<file path="src/rtl/coalescing_writebuffer.sv">
// Write buffer between CPU and memory: circular FIFO of {adr, data, byteen} entries.
// Repeat writes to the youngest entry are merged; the buffer can be snooped by address.
module coalescing_writebuffer #(
    parameter int ADRW     = 30,
    parameter int DW       = 32,
    parameter int DEPTH    = 4,
    parameter int COALESCE = 1
) (
    input  logic              clk,
    input  logic              reset,
    input  logic [ADRW-1:0]   adr,
    input  logic [DW-1:0]     data,
    input  logic [DW/8-1:0]   byteen,
    input  logic              en,
    output logic              done,
    input  logic [ADRW-1:0]   radr,
    output logic              rhit,
    output logic [DW-1:0]     rdata,
    output logic [DW/8-1:0]   rbyteen,
    output logic [ADRW-1:0]   memadr,
    output logic [DW-1:0]     memdata,
    output logic [DW/8-1:0]   membyteen,
    output logic              memen,
    input  logic              memdone,
    output logic              full,
    output logic              empty
);
    localparam int BW = DW / 8;
    localparam int PW = $clog2(DEPTH);
    localparam int CW = PW + 1;

    logic [ADRW-1:0] adr_mem  [DEPTH];
    logic [DW-1:0]   data_mem [DEPTH];
    logic [BW-1:0]   be_mem   [DEPTH];

    logic [PW-1:0] head;
    logic [PW-1:0] tail;
    logic [PW-1:0] young;
    logic [PW-1:0] idx;
    logic [CW-1:0] count;
    logic          hit;
    logic          push;
    logic          pop;

    assign full      = (count == CW'(DEPTH));
    assign empty     = (count == '0);
    assign memen     = !empty;
    assign memadr    = adr_mem[head];
    assign memdata   = data_mem[head];
    assign membyteen = be_mem[head];

    // The youngest entry may only absorb a write if it is not the one memory is taking.
    assign young = tail - PW'(1);
    assign hit   = (COALESCE != 0) && en && !empty && (adr == adr_mem[young])
                   && !((young == head) && memen);
    assign done  = reset && en && (!full || hit);
    assign push  = done && !hit && (byteen != '0);
    assign pop   = memen && memdone;

    always_ff @(posedge clk) begin
        if (!reset) begin
            head  <= '0;
            tail  <= '0;
            count <= '0;
        end else begin
            if (push) tail <= tail + PW'(1);
            if (pop)  head <= head + PW'(1);
            count <= count + CW'(push) - CW'(pop);
        end
    end

    always_ff @(posedge clk) begin
        if (push) begin
            adr_mem[tail]  <= adr;
            data_mem[tail] <= data;
            be_mem[tail]   <= byteen;
        end else if (done && hit) begin
            for (int b = 0; b < BW; b++) begin
                if (byteen[b]) data_mem[young][8*b +: 8] <= data[8*b +: 8];
            end
            be_mem[young] <= be_mem[young] | byteen;
        end
    end

    // Walk oldest to youngest so the last match found is the youngest one.
    always_comb begin
        rhit    = 1'b0;
        rdata   = '0;
        rbyteen = '0;
        idx     = '0;
        for (int i = 0; i < DEPTH; i++) begin
            idx = head + PW'(i);
            if ((CW'(i) < count) && (adr_mem[idx] == radr)) begin
                rhit    = 1'b1;
                rdata   = data_mem[idx];
                rbyteen = be_mem[idx];
            end
        end
    end
endmodule

</file>
<file path="config.mk">
export PLATFORM = sky130hd
export DESIGN_NAME = coalescing_writebuffer
export DESIGN_NICKNAME = d
export VERILOG_FILES = /design/src/rtl/coalescing_writebuffer.sv
export SDC_FILE = /design/constraint.sdc
export NUM_CORES = 1
export LEC_CHECK = 0
export BUFFER_PORTS_ARGS = -buffer_cell sky130_fd_sc_hd__clkbuf_2
export CAP_MARGIN = 20
export CELL_PAD_IN_SITES_DETAIL_PLACEMENT = 0
export CELL_PAD_IN_SITES_GLOBAL_PLACEMENT = 2
export CORE_MARGIN = 5
export CORE_UTILIZATION = 46
export CTS_CLUSTER_DIAMETER = 80
export DETAILED_ROUTE_END_ITERATION = 7
export MAX_ROUTING_LAYER = met4
export PLACE_DENSITY_LB_ADDON = 0.1
export SYNTH_ARGS = -nofsm -noshare
export SYNTH_HDL_FRONTEND = slang
export SYNTH_SLANG_ARGS = --single-unit
</file>
<file path="constraint.sdc">
create_clock -name clk -period 8.15 [get_ports clk]
set_input_delay 1.2225 -clock clk [delete_from_list [all_inputs] [get_ports clk]]
set_output_delay 1.2225 -clock clk [all_outputs]
set_load 0.01 [all_outputs]
</file>
==> metrics.cfg, run 1 <==
[logic_synthesis]
synth_seq_cells=273
synth_edf_count=264
synthesis.area_mm2=0.0195
synthArstFlopShare_pct=0
yosysWarnings=0
synth-main-ff-cell=edfxtp_1
post_synth.cell_area_avg_um2=14.5
synth_cells=1345
syn-num-nets=1454
ys_types=70
seq_area_frac_synth_pct=41.7

[clocking]
cts_buffer_depth=3
cts_num_sinks=273
cts-root-buf=clkbuf_16
ctsHoldBuffers=0
post_cts_buffers=0
clkLatencyLatePin_ns=0.60
ctsHtreeMaxLevel=1
cts_tree=built
cts.repair.resized=0
clk_pin_slew_ns=0.06
cts_buffers=31

[power]
power_mw=5.59
p_per_area_mw_per_mm2=256
power.leakage_nw=6.92
ir_drop_mv=0.219

[flow_run]
max_cap_viol_count=0

[route]
dr.pass1.iters=5
drt_wl_total_um=59200
routedWlPerCell_um=28.8
vias_per_cell=6.51
antenna_left=0
num_vias=13400
drt_iter0_markers=1037
drc=0

[setup_path]
timing.rr.start=tail[0]$_SDFFE_PN0P_
critical-path-top-delay-family=simple AND/OR/NAND/NOR gates
timing.critical_path.buf_inv=3
r2r_end=count[2]$_SDFF_PN0_
start_kind=register
cp_data_arrival_time_ns=5.22
critical_path_required_ns=6.93
criticalPathCategory=register to output pin
reg2reg_slack_ns=2.23
reg2reg_depth=16
cp_slowest_cell=ha_2
cp_max_fo=28
end_kind=output pin
path_cells=inv_2 > ha_2 > buf_4 > mux4_2 > xnor2_1 > nand4_1 > nor4_2 > nand4_2 > a21oi_1 > clkbuf_2
cp_slowest_stage_delay_ns=0.76

[place]
gp_congestion=0.955
placed_area_mm2=0.0207
portBuffers=206
dp_hpwl_um=42600
dp_cells=1996

[die]
initial_core_util_pct=46.5
design.die.area_mm2=0.0465
die_w_um=216
core_area_mm2=0.0419
die_y_um=216
rows=75
ioPinCount=207

[layout]
nets=1599
final_area_mm2=0.0218
syn2layout_area_growth_pct=12.2
fillers=3530
drive_gt1_share_pct=37.0
stdcell_count=2055

[hold_path]
hold_path.class=register to register
holdPathEnd=count[0]$_SDFF_PN0_
min-delay-start=count[0]$_SDFF_PN0_
min_delay_path_depth=2

[timing]
hold_slack_ns=0.669
period_share_pct=79.1
slew_headroom_pct=32.5
fin_tns_setup_ns=0
rsz0062_at_grt=no
drv_slew=0
finClkSkew_ns=0.0107
fin_crit_ns=6.45
timing.fmax_mhz=155
worst_slew_pin_slew_ns=1.01
hold_viol=0
setup_violations=0

[grt]
grt_pass1_vias=13500
overflow=0
grt_max_degree=59
grt.total_usage_pct=25.7
grt_pass1_wl_um=88900
antenna_found_initial=1

[outcome]
outcome=finished clean

flip-flops by register name, indices dropped and copies added (netlist names), named ones only:
name	cells
head	2
data_mem	128
adr_mem	120
tail	2
be_mem	16
count	3
cells in the mapped netlist (6+ instances only):
cell type,count,area (µm²)
a21oi_1,15,75.1
a31oi_1,41,257
and2_1,6,37.5
buf_1,8,30.0
buf_2,50,250
buf_4,13,97.6
buf_6,9,101
clkbuf_1,27,101
dfxtp_1,9,180
edfxtp_1,264,7930
ha_1,8,100
inv_1,22,82.6
mux2_2,17,191
mux2i_1,132,1320
mux4_2,233,5250
nand2_1,66,248
nand3_1,46,230
nand4_1,17,106
nor2_1,37,139
nor3_1,7,35.0
nor4_1,10,62.6
o2111ai_1,8,70.1
o21ai_0,18,90.1
o221ai_1,8,70.1
o22ai_1,10,62.6
or2_1,28,175
or2_2,6,37.5
xnor2_1,92,806
xor2_1,36,315
per-stage QoR:
step | utilization, % | setup WS [ns]
floorplan | - | 2.76
global placement | 49.4 | 2.25
detailed placement | 49.4 | 2.20
CTS | 52.2 | 1.61
global route | 52.2 | 1.52
finish | 52.2 | 1.70
report_power, final:
| group | switching (mW) | internal [mW] |
|---|---|---|
| sequential | 0.136 | 1.62 |
| combinational | 1.16 | 1.09 |
| clock | 0.599 | 0.984 |
| total | 1.90 | 3.69 |
worst min-delay path, delay by kind of cell, from the launching register on:
kind,cells,cell delay [ns]
adders and majority gates,1,0.14
DFF,1,0.39
and+or+nand+nor,1,0.11
metal layers:
metal	vias to the layer above	part of all wire (%)	track usage [%]
met1	6951	39	32.6
met2	505	52	44.0
met3	101	5.6	3.10
met5	-	0	-
met4	0	3.3	7.02
li1	5813	-	-
cell type report:
class / instances / area (µm²) / share of cell area (%)
Sequential cell: 273 / 8130 / 37.2
Clock buffer: 33 / 783 / 3.59
Inverter: 23 / 86.3 / 0.395
Antenna cell: 1 / 2.50 / 0.0115
Multi-Input combinational cell: 931 / 10500 / 48.3
Clock inverter: 25 / 377 / 1.73
Timing Repair Buffer: 230 / 1240 / 5.66
Tap cell: 539 / 674 / 3.09
cell usage in the layout, fill, tap and decap left out, types with 5 or more instances in the layout:
cell type	count
mux2_2	17
and2_1	6
or2_2	6
nor2_1	37
o211ai_1	5
a21o_1	5
a2bb2oi_1	5
nand4_1	17
o221ai_1	8
or4_1	5
clkbuf_16	31
ha_1	7
buf_4	22
nor4_1	9
nor2b_1	5
a21oi_1	15
nand2_1	66
nor3_1	7
a31oi_1	41
mux4_2	233
a221oi_1	5
mux2i_1	132
edfxtp_1	264
inv_1	22
clkinv_1	5
nand3_1	46
o22ai_1	10
o2111ai_1	8
bufinv_16	9
o21ai_0	18
or2_1	28
clkbuf_2	206
xor2_1	36
xnor2_1	92
dfxtp_4	5
how the worst max path moves through the flow:
stage	to	slack (ns)	cells after the start	startpoint
floorplan	done	2.76	16	tail[0]$_SDFFE_PN0P_
global placement	count[2]$_SDFF_PN0_	2.25	16	tail[0]$_SDFFE_PN0P_
detailed placement	count[2]$_SDFF_PN0_	2.20	16	tail[0]$_SDFFE_PN0P_
CTS	done	1.61	10	tail[0]$_SDFFE_PN0P_
global route	done	1.52	10	tail[0]$_SDFFE_PN0P_
finish	done	1.70	10	tail[0]$_SDFFE_PN0P_
logic make-up (layout without fill, tap and decap cells):
group	count (synthesis)	after routing	share of synthesized area, %
compound gates	155	155	5.60
xor+xnor	128	128	5.76
fa+ha+maj	9	9	0.617
buf+inv	141	311	4.20
flops	273	273	41.7
mux	389	389	35.5
other cells	0	1	0
simple gates	250	250	6.63
(Power assumes the default switching activity.)
==> run 2: changes to the inputs <==
Settings changed: CORE_UTILIZATION 46 to 39.
Clock period 8.15 ns to 5.7 ns, I/O delays scaled along.
==> metrics.cfg, run 2 (same netlist as run 1, synthesis figures left out) <==
[clocking]
cts_buffer_depth=3
cts_num_sinks=273
ctsHtreeMaxLevel=1
clk_pin_slew_ns=0.06
cts_buffers=30
cts_tree=built
clkLatencyLatePin_ns=0.59
ctsHoldBuffers=0
cts-root-buf=clkbuf_16

[route]
dr.pass1.iters=8
antenna_left=0
num_vias=13500
drt_wl_total_um=63200
drc=0
vias_per_cell=6.10
routedWlPerCell_um=28.6
drt_iter0_markers=1102

[setup_path]
start_kind=register
critical_path_required_ns=4.85
reg2reg_slack_ns=0.92
r2r_end=count[2]$_SDFF_PN0_
critical_path_cell_count=10
cp_slowest_cell=nor4_1
reg2reg_depth=16
cp_slowest_stage_delay_ns=0.65
criticalPathCategory=register to output pin
worstSetupEndpoint=rbyteen[0]
end_kind=output pin
startpoint=head[1]$_SDFFE_PN0P_
cp_data_arrival_time_ns=4.65
timing.critical_path.buf_inv=3
critical-path-top-delay-family=simple AND/OR/NAND/NOR gates
cp_max_fo=37
path_cells=mux4_2 > xor2_1 > nor4_1 > nand4_1 > nor4_2 > buf_12 > nor2_4 > buf_16 > a31oi_1 > clkbuf_2
timing.rr.start=tail[0]$_SDFFE_PN0P_

[layout]
final_common_cell=edfxtp_1
largest_reg_flops=128
regMostFlops=data_mem
fillers=4450
final_cell_mix=edfxtp_1, mux4_2, clkbuf_2
syn2layout_area_growth_pct=13.8
nets=1629
drive_gt1_share_pct=38.2
reg_top3=data_mem (128), adr_mem (120), be_mem (16)
final_area_mm2=0.0221
stdcell_count=2210
utilization_pct=45.0

[grt]
met3_usage_pct=2.73
grt.total_usage_pct=23.2
met2_usage_pct=40.3
grt_pass1_vias=13600
top_usage_layer=met2
grtUsageMet1_pct=29.5
antenna_found_initial=5
overflow=0
grt_max_degree=67
grt_pass1_wl_um=92000

[timing]
setup_violations=0
fin_crit_ns=5.50
period_share_pct=96.6
finClkSkew_ns=0.0112
setup_ws_ns=0.196
drv_slew=0
rsz0062_at_grt=no
timing.fmax_mhz=182
hold_viol=0
slew_headroom_pct=29.4
fin_tns_setup_ns=0
worst_slew_pin_slew_ns=1.06

[hold_path]
hold_path.class=input pin to register

[die]
core_area_mm2=0.0492
rows=81
initial_core_util_pct=39.6
die_y_um=233
ioPinCount=207
design.die.area_mm2=0.0544
die_w_um=233

[power]
power.leakage_nw=7.01
power_frac_comb_pct=43.6
pwr-share-seq_pct=32.2
clock_power_share_pct=24.2
p_int_mw=4.99
p_per_area_mw_per_mm2=349
switching_share_pct=35.4
p_sw_mw=2.73
ir_drop_mv=0.189

[place]
dp_hpwl_um=45200
placed_area_mm2=0.0211
portBuffers=206
dp_cells=2148
gp_congestion=0.937
pre_cts_ws_ns=0.423

[flow_run]
max_cap_viol_count=0

[outcome]
outcome=finished clean

run 2: changes by cell type in the layout (fill, tap and decap cells not counted), moves of 4 or more:
| cell | delta |
|---|---|
| and3_1 | -4 |
| and3_2 | +4 |
| buf_12 | +4 |
| buf_4 | +24 |
| bufinv_16 | -7 |
| diode_2 | +4 |
run 2: power by group through the flow:
stage | Clock (mW) | Combinational (mW) | Sequential [mW]
final | 1.87 | 3.37 | 2.49
after CTS | 1.93 | 3.32 | 2.53
after global placement | 0 | 3.29 | 2.57
after detailed placement | 0 | 3.29 | 2.58
after floorplan | 0 | 2.56 | 2.40
after global routing | 2.01 | 3.60 | 2.51
run 2: what timing repair did:
item	4_1_cts	5_1_grt
gates resized for setup	1	6
gates cloned	0	1
pin swaps	0	1
buffers inserted	1	2
setup endpoints to repair	36	16
run 2: cell type report:
class	count	area, µm²	area share, %
clock inverter	18	179	0.808
clock buffer	35	769	3.48
timing repair buffer	260	1540	6.95
tap	664	831	3.75
sequential	273	8130	36.7
antenna	5	12.5	0.0565
multi-input combinational	932	10600	47.8
inverter	23	86.3	0.390
run 2: worst min path at each step:
stage / endpoint / startpoint / cells after the start / slack, ns
finish: data_mem[3][0]$_DFFE_PP_ / data[0] / 1 / 0.48
global route: data_mem[0][29]$_DFFE_PP_ / data[29] / 1 / 0.46
CTS: data_mem[0][29]$_DFFE_PP_ / data[29] / 1 / 0.45
detailed placement: count[0]$_SDFF_PN0_ / count[0]$_SDFF_PN0_ / 2 / 0.66
global placement: count[0]$_SDFF_PN0_ / count[0]$_SDFF_PN0_ / 2 / 0.64
floorplan: count[0]$_SDFF_PN0_ / count[0]$_SDFF_PN0_ / 2 / 0.60
run 2: per-layer routing:
| layer | part of all wire (%) | up-vias |
|---|---|---|
| li1 | - | 5872 |
| met2 | 52 | 489 |
| met4 | 2.7 | 0 |
| met5 | 0 | - |
| met3 | 5.5 | 88 |
| met1 | 40 | 7040 |
run 2: stage by stage:
stage | hold WS [ns] | total power [mW]
2_1_floorplan | 0.604 | 4.96
3_3_place_gp | 0.638 | 5.86
3_5_place_dp | 0.655 | 5.86
4_1_cts | 0.449 | 7.77
5_1_grt | 0.462 | 8.11
6_report | 0.485 | 7.73
run 2: worst reg2reg max path, delay by kind of cell, from the launching register on:
| family | cells | cell delay [ns] |
|---|---|---|
| fa+ha+maj | 4 | 1.31 |
| simple gates | 5 | 1.40 |
| xor+xnor | 2 | 0.35 |
| mux | 1 | 0.37 |
| flops | 1 | 0.54 |
| buf+inv | 4 | 0.70 |
